## src/rtl/game_pkg.sv

```systemverilog
// Shared types for the game-over controller: winner encoding and FSM states.
package game_pkg;

  typedef enum logic [1:0] {
    W_NONE = 2'b00,
    W_P1   = 2'b01,
    W_P2   = 2'b10,
    W_DRAW = 2'b11
  } winner_t;

  typedef enum logic [1:0] {
    S_IDLE  = 2'b00,
    S_PLAY  = 2'b01,
    S_GRACE = 2'b10,
    S_OVER  = 2'b11
  } state_t;

endpackage

```

## src/rtl/winner_latch_ctrl_rise_edge.sv

```systemverilog
// Rising-edge detector for a level input; the first cycle after reset never
// reports an edge, so a button held through reset stays silent.
module rise_edge (
  input  logic clk,
  input  logic rst,
  input  logic sig_i,
  output logic rise_o
);

  logic prev_q;
  logic armed_q;

  always_ff @(posedge clk) begin
    if (rst) begin
      prev_q  <= 1'b0;
      armed_q <= 1'b0;
    end else begin
      prev_q  <= sig_i;
      armed_q <= 1'b1;
    end
  end

  assign rise_o = armed_q & sig_i & ~prev_q;

endmodule

```

## src/rtl/winner_latch_ctrl.sv

```systemverilog
// Game-flow FSM: decides the winner (with a draw window after the first hit),
// holds the game-over screen and accepts a restart once the hold has elapsed.
module winner_latch_ctrl
  import game_pkg::*;
#(
  parameter int DRAW_WINDOW = 8,
  parameter int OVER_HOLD   = 120
) (
  input  logic       clk,
  input  logic       rst,
  input  logic       frame_tick,
  input  logic       start_btn,
  input  logic       p1_hit,
  input  logic       p2_hit,
  output logic [1:0] winner_latched,
  output logic       game_over,
  output logic       play_en,
  output logic       restart
);

  localparam int CW = ($clog2(DRAW_WINDOW + 1) > 0) ? $clog2(DRAW_WINDOW + 1) : 1;
  localparam int HW = ($clog2(OVER_HOLD + 1) > 0) ? $clog2(OVER_HOLD + 1) : 1;
  localparam logic [CW-1:0] DW_C   = CW'(DRAW_WINDOW);
  localparam logic [HW-1:0] HOLD_C = HW'(OVER_HOLD);

  state_t        state_q;
  winner_t       winner_q;
  winner_t       pending_q;
  logic          game_over_q;
  logic          play_en_q;
  logic          restart_q;
  logic [CW-1:0] win_cnt_q;
  logic [CW-1:0] win_cnt_d;
  logic [HW-1:0] hold_q;
  logic          start_evt;
  logic          window_done;
  logic          survivor_hit;
  logic          hold_sat;

  rise_edge u_start_edge (
    .clk    (clk),
    .rst    (rst),
    .sig_i  (start_btn),
    .rise_o (start_evt)
  );

  // The window counter saturates at DRAW_WINDOW; reaching it on this cycle's
  // tick counts as done, and a survivor hit on that same cycle still draws.
  always_comb begin
    win_cnt_d = win_cnt_q;
    if (frame_tick && (win_cnt_q < DW_C)) begin
      win_cnt_d = win_cnt_q + 1'b1;
    end
    window_done  = (win_cnt_d >= DW_C);
    survivor_hit = (pending_q == W_P2) ? p2_hit : p1_hit;
    hold_sat     = (hold_q >= HOLD_C);
  end

  always_ff @(posedge clk) begin
    if (rst) begin
      state_q     <= S_IDLE;
      winner_q    <= W_NONE;
      pending_q   <= W_NONE;
      game_over_q <= 1'b0;
      play_en_q   <= 1'b0;
      restart_q   <= 1'b0;
      win_cnt_q   <= '0;
      hold_q      <= '0;
    end else begin
      restart_q <= 1'b0;
      case (state_q)
        S_IDLE: begin
          if (start_evt) begin
            state_q   <= S_PLAY;
            restart_q <= 1'b1;
            play_en_q <= 1'b1;
          end
        end
        S_PLAY: begin
          if (p1_hit && p2_hit) begin
            state_q     <= S_OVER;
            winner_q    <= W_DRAW;
            game_over_q <= 1'b1;
            play_en_q   <= 1'b0;
            hold_q      <= '0;
          end else if (p1_hit || p2_hit) begin
            state_q   <= S_GRACE;
            pending_q <= p1_hit ? W_P2 : W_P1;
            win_cnt_q <= '0;
          end
        end
        S_GRACE: begin
          if (survivor_hit || window_done) begin
            state_q     <= S_OVER;
            winner_q    <= survivor_hit ? W_DRAW : pending_q;
            game_over_q <= 1'b1;
            play_en_q   <= 1'b0;
            hold_q      <= '0;
          end else begin
            win_cnt_q <= win_cnt_d;
          end
        end
        S_OVER: begin
          if (hold_sat && start_evt) begin
            state_q     <= S_PLAY;
            restart_q   <= 1'b1;
            winner_q    <= W_NONE;
            pending_q   <= W_NONE;
            game_over_q <= 1'b0;
            play_en_q   <= 1'b1;
          end else if (frame_tick && !hold_sat) begin
            hold_q <= hold_q + 1'b1;
          end
        end
        default: state_q <= S_IDLE;
      endcase
    end
  end

  assign winner_latched = winner_q;
  assign game_over      = game_over_q;
  assign play_en        = play_en_q;
  assign restart        = restart_q;

endmodule
```

## config.mk

```make
export PLATFORM = sky130hd
export DESIGN_NAME = winner_latch_ctrl
export DESIGN_NICKNAME = d
export VERILOG_FILES = /design/src/rtl/game_pkg.sv /design/src/rtl/winner_latch_ctrl_rise_edge.sv /design/src/rtl/winner_latch_ctrl.sv
export SDC_FILE = /design/constraint.sdc
export NUM_CORES = 1
export LEC_CHECK = 0
export ABC_AREA = 1
export CAP_MARGIN = 15
export CORE_ASPECT_RATIO = 0.5
export CORE_MARGIN = 1
export CORE_UTILIZATION = 50
export CTS_CLUSTER_DIAMETER = 80
export DETAILED_ROUTE_END_ITERATION = 10
export PLACE_DENSITY = 0.7
export SLEW_MARGIN = 15
export SYNTH_ARGS = -nofsm -noshare
export SYNTH_HDL_FRONTEND = slang
export SYNTH_SLANG_ARGS = --single-unit
export TNS_END_PERCENT = 1
```

## constraint.sdc

```tcl
create_clock -name clk -period 2.95 [get_ports clk]
set_input_delay 0.885 -clock clk [delete_from_list [all_inputs] [get_ports clk]]
set_output_delay 0.885 -clock clk [all_outputs]
set_load 0.01 [all_outputs]
```

### Word level (Yosys, flattened, before mapping)

Index checks and enable logic that the tools add are counted.

| word-level totals | value |
|---|---|
| logic and storage cells | 88 |
| input port bits | 6 |
| flip-flop bits (word level) | 22 |
| output and inout bits | 5 |

| operators by class | value |
|---|---|
| bitwise logic cells | 3 |
| reductions and logical operators | 17 |
| magnitude comparators | 3 |
| eq/ne operators | 14 |
| muxes and demuxes | 39 |
| add/subtract/negate cells | 2 |

Operators with widths:

| kind | count |
|---|---|
| $mux W7 | 4 |
| $mux W2 | 12 |
| $pmux W7 S3 | 1 |
| $reduce_and A4 Y1 | 5 |
| $ne A2 B2 Y1 const B | 9 |
| $mux W4 | 4 |
| $mux W1 | 11 |
| $pmux W2 S4 | 1 |
| $pmux W4 S2 | 1 |
| $add A7 B1 Y7 const B | 1 |
| $ge A7 B7 Y1 const B | 1 |
| $eq A2 B2 Y1 const B | 3 |
| $pmux W2 S3 | 1 |
| $reduce_and A5 Y1 | 1 |
| $add A4 B1 Y4 const B | 1 |
| $ge A4 B4 Y1 const B | 1 |
| $logic_and A1 B1 Y1 | 4 |
| $lt A4 B4 Y1 const B | 1 |
| $pmux W1 S4 | 1 |
| $pmux W2 S2 | 1 |
| $reduce_bool A2 Y1 | 2 |
| $ne A3 B3 Y1 const B | 1 |
| $pmux W1 S3 | 1 |
| $reduce_bool A3 Y1 | 1 |
| 7 further kinds | 9 |

### Logic depth before layout (Yosys ltp)

| depth | value |
|---|---|
| depth in word-level cells | 7 |
| gate-level depth with buffers | 11 |
| depth with buffers taken out | 11 |

### Modules after synthesis

From an unflattened synthesis, not the netlist that was laid out.

| second synthesis, totals | value |
|---|---|
| cell total of the unflattened synthesis | 202 |
| area, all modules | 1327.5 µm² |

By module, submodules not included:

| module | area an instance (µm²) | instances | cells each | sequential area each (µm²) |
|---|---|---|---|---|
| winner_latch_ctrl | 1266.2 | 1 | 195 | 400.4 |
| rise_edge | 61.3 | 1 | 7 | 40.0 |

### Worst setup path before layout

No wires, ideal clock.

| timing | value |
|---|---|
| path kind | input to register |
| start point | input port frame_tick |
| end point | register win_cnt_q[0] |
| setup time | 0.132 ns |
| arrival | 1.520 ns |
| stages | 8 |
| data required time | 2.818 ns |
| path buffers | 0 |
| setup slack | 1.298 ns |
| path through | nand2_1 nor2_1 nor2_1 nand2_4 nand2_4 nand2_1 nand2_1 a21oi_1 |

| between the ends | value |
|---|---|
| cells in the longest elaborated chain, start to end | 6 |
| elaborated cells between the ends (all ways) | 8 |
| classes of those cells | order compare: 1; eq/ne: 1; mux: 3; reduce/logical: 3 |

Ends and longest elaborated chain:

| item | line | RTL |
|---|---|---|
| start, declared | winner_latch_ctrl.sv:11 | `input logic frame_tick,` |
| $logic_and A1 B1 Y1 * | winner_latch_ctrl.sv:51 | `if (frame_tick && (win_cnt_q < DW_C)) begin` |
| $mux W4 * | winner_latch_ctrl.sv:51 |  |
| $ge A4 B4 Y1 | winner_latch_ctrl.sv:54 | `window_done = (win_cnt_d >= DW_C);` |
| $logic_or A1 B1 Y1 | winner_latch_ctrl.sv:93 | `if (survivor_hit \|\| window_done) begin` |
| $ne A2 B2 Y1 (no line) | n/a |  |
| $reduce_and A4 Y1 (no line) | n/a |  |
| end signal, assigned | winner_latch_ctrl.sv:100 | `win_cnt_q <= win_cnt_d;` |
| end, declared | winner_latch_ctrl.sv:32 | `logic [CW-1:0] win_cnt_q;` |

Every way passes the cells marked *; elsewhere a longest branch is shown, timed or not. The select of a mux whose other input is x is not followed.
A chain may end at the register's enable or synchronous reset.

### Final worst setup path

| timing | value |
|---|---|
| start point | input port p2_hit |
| end point | register play_en_q (netlist: play_en) |

| between the ends | value |
|---|---|
| cells in the longest elaborated chain, start to end | 4 |
| elaborated cells between the ends (all ways) | 6 |
| classes of those cells | eq/ne: 2; mux: 1; reduce/logical: 3 |

Ends and longest elaborated chain:

| item | line | RTL |
|---|---|---|
| start, declared | winner_latch_ctrl.sv:14 | `input logic p2_hit,` |
| $mux W1 | winner_latch_ctrl.sv:55 | `survivor_hit = (pending_q == W_P2) ? p2_hit : p1_hit;` |
| $logic_or A1 B1 Y1 | winner_latch_ctrl.sv:93 |  |
| $ne A2 B2 Y1 (no line) | n/a |  |
| $reduce_and A4 Y1 (no line) * | n/a |  |
| end signal, assigned | winner_latch_ctrl.sv:65 | `play_en_q <= 1'b0;` |
| end signal, assigned | winner_latch_ctrl.sv:97 | `play_en_q <= 1'b0;` |
| end signal, assigned | winner_latch_ctrl.sv:110 | `play_en_q <= 1'b1;` |
| end, declared | winner_latch_ctrl.sv:30 | `logic play_en_q;` |

Every way passes the cells marked *; elsewhere a longest branch is shown, timed or not.

==> reports/qor.txt <==
status -> finished clean
sequential-to-total area share from yosys stat -> 0.333
Layout area overhead -> 14.0%
R2R Path Start -> state_q[1]
Clk pin slew, worst setup/hold paths -> 0.08 ns
vias in the first global route -> 1020
initial core utilization -> 0.562
worst skew pair latency -> 0.26 ns
worst endpoint data arrival time -> 2.23 ns
post-synthesis mux area share -> 0
DR vias/cell -> 5.00
Final ANT Viol Nets -> 0
number of CTS-inserted buffers -> 3
NetSw -> 0.457 mW
drt initial violations -> 68
combinational power share -> 0.496
hold buffers post-CTS -> 0
worst vdd ir -> 379 µV
Lkg Pwr -> 0.626 nW
post-route minimum period -> 2.08 ns
die height -> 38.4 µm
first-pass GRT wire length -> 4.40 mm
largest family of logic cells by synthesized area -> simple AND/OR/NAND/NOR gates
Critical Path Sink Type -> flop
Internal -> 0.650 mW
drt pass-1 iters -> 4
number of post-CTS setup repair buffers -> 0
reg2reg path depth -> 8
Final Hold Fails -> 0
final setup fails -> 0
clk buf depth -> 2
Reg power frac -> 0.338
crit path launch -> p2_hit
Post-Syn Nets -> 210
Avg WL per Cell -> 10.8 µm
Hold Path Class -> flop to flop
Adder-Cell Fraction of Synth Area -> 0.0756
Clk network pwr share -> 0.166
number of antenna diodes -> 0
Core ar. -> 0.00236 mm²
Compound-Gate Fraction of Synth Area -> 0.0964
Slew @ Worst Pin -> 0.384 ns
commonest non-fill, non-tap cell in the layout -> nand2_1
setup_tns -> 0 ns
area share of and/or/nand/nor cells after synthesis -> 0.402
largest net degree at the start of global routing -> 16
Site Rows -> 12
synth unique cells -> 23
crit share post-route -> 0.704
post-route DRC violation count -> 0
RePlAce Congestion -> 0.855
Slew headroom -> 0.744
Seq cells post-synth -> 22
reg2reg end -> hold_q[0]
post-CTS sizing -> 0
WHS -> 0.445 ns
Die ar. -> 0.00287 mm²
Worst Setup EP -> play_en
layout cells sized above 1 -> 0.0817
max capacitance violation total -> 0
width of the die -> 74.8 µm
worst reg2reg setup slack -> 1.40 ns
Final HPWL DP -> 2.06 mm
switching share of power -> 0.413
Post-Synth XOR/XNOR Area -> 0.0198
RSZ-0062 raised after global routing -> no
Clock Skew -> 0.00658 ns
clock root cell -> clkbuf_8
GRT Total Usage -> 0.214
Ports -> 11
# nets final -> 224
initial antenna violation count -> 0
pins over their slew limit -> 0
Overflow after GRT -> 0
TritonCTS clock tree -> done
DR vias -> 1216
CP Launch Type -> primary input
final WL -> 2.63 mm
Yosys Warn Count -> 0
Avg Synthesized Cell Area -> 6.75 µm²
most frequent cells in the layout -> nand2_1, inv_1, dfxtp_1
CTS Sinks -> 22
Setup Crit Path Kind -> primary input to flop
Synth Instances -> 196
Power Dens Cells -> 734 mW/mm²
Required @ worst endpoint -> 3.11 ns
IO buf count -> 10
cell area after synthesis -> 0.00132 mm²
fmax -> 481 MHz
CTS HTree Levels -> 1
Critical Path Fanout Max -> 10
worst min path at each step:
stage          cells after the start           end    startpoint  slack, ns
6_report                           2  win_cnt_q[3]  win_cnt_q[3]       0.45
5_1_grt                            2  win_cnt_q[3]  win_cnt_q[3]       0.46
4_1_cts                            2  win_cnt_q[3]  win_cnt_q[3]       0.44
3_5_place_dp                       2  win_cnt_q[3]  win_cnt_q[3]       0.43
3_3_place_gp                       2  win_cnt_q[3]  win_cnt_q[3]       0.44
2_1_floorplan                      2  win_cnt_q[3]  win_cnt_q[3]       0.42
synthesized netlist by cell type (all sizes together):
library cell / count / area share
a21oi: 20 / 0.076
clkbuf: 2 / 0.0057
dfxtp: 22 / 0.33
ha: 8 / 0.076
inv: 24 / 0.068
nand2: 68 / 0.22
nand3: 13 / 0.062
nand3b: 1 / 0.0057
nand4: 4 / 0.019
nor2: 24 / 0.081
nor3b: 1 / 0.0057
nor4: 1 / 0.0047
o21ai: 4 / 0.015
o21bai: 1 / 0.0057
xnor2: 1 / 0.0066
xor2: 2 / 0.013
worst max-delay path, cell delays in order:
cell	delay [ns]
clkdlybuf4s50_1	0.52
inv_1	0.07
nand3_1	0.11
nand2_2	0.08
nand2_4	0.16
nand2_1	0.10
nor3b_1	0.22
nor2_1	0.07
registers in the layout, indices dropped and copies added (netlist names):
signal and cells:
hold_q 7, win_cnt_q 4, pending_q 2, state_q 2, winner_latched 2, game_over 1, play_en 1, restart 1
u_start_edge.armed_q 1, u_start_edge.prev_q 1
power groups by stage:
stage	sequential, mW	combinational [mW]	clock [mW]
after floorplan	0.385	0.414	0
after global placement	0.381	0.542	0
after detailed placement	0.382	0.549	0
after CTS	0.375	0.552	0.192
after global routing	0.380	0.616	0.209
final	0.375	0.549	0.183
area by class of cell:
type / instances / area (µm²)
Fill cell: 224 / 848
Multi-Input combinational cell: 148 / 786
Sequential cell: 22 / 440
Timing Repair Buffer: 11 / 108
Inverter: 24 / 90.1
Tap cell: 35 / 43.8
Clock buffer: 3 / 41.3
layer usage:
metal / vias up / wire length [µm] / global-route usage
li1: 647 / - / -
met1: 540 / 1300 / 0.278
met2: 27 / 1200 / 0.363
met3: 2 / 117 / 0.0632
met4: 0 / 8 / 0.0283
met5: - / 0 / 0
cell families after synthesis:
logic type | Yosys count
flip-flops | 22
AO/OA/AOI/OAI | 25
buffers and inverters | 26
XOR/XNOR | 3
AND/OR/NAND/NOR | 112
adder cells (fa/ha/maj) | 8
through the flow:
step | instances | total power, mW | worst slack (ns) | util | cell area, µm²
after floorplan | 196 | 0.799 | 1.30 | - | 1320
after global placement | 240 | 0.923 | 0.673 | 0.623 | 1470
after detailed placement | 240 | 0.931 | 0.611 | 0.623 | 1470
after CTS | 243 | 1.12 | 0.899 | 0.640 | 1510
after global routing | 243 | 1.21 | 0.757 | 0.640 | 1510
final | 243 | 1.11 | 0.872 | 0.640 | 1510
(Power assumes the default switching activity.)
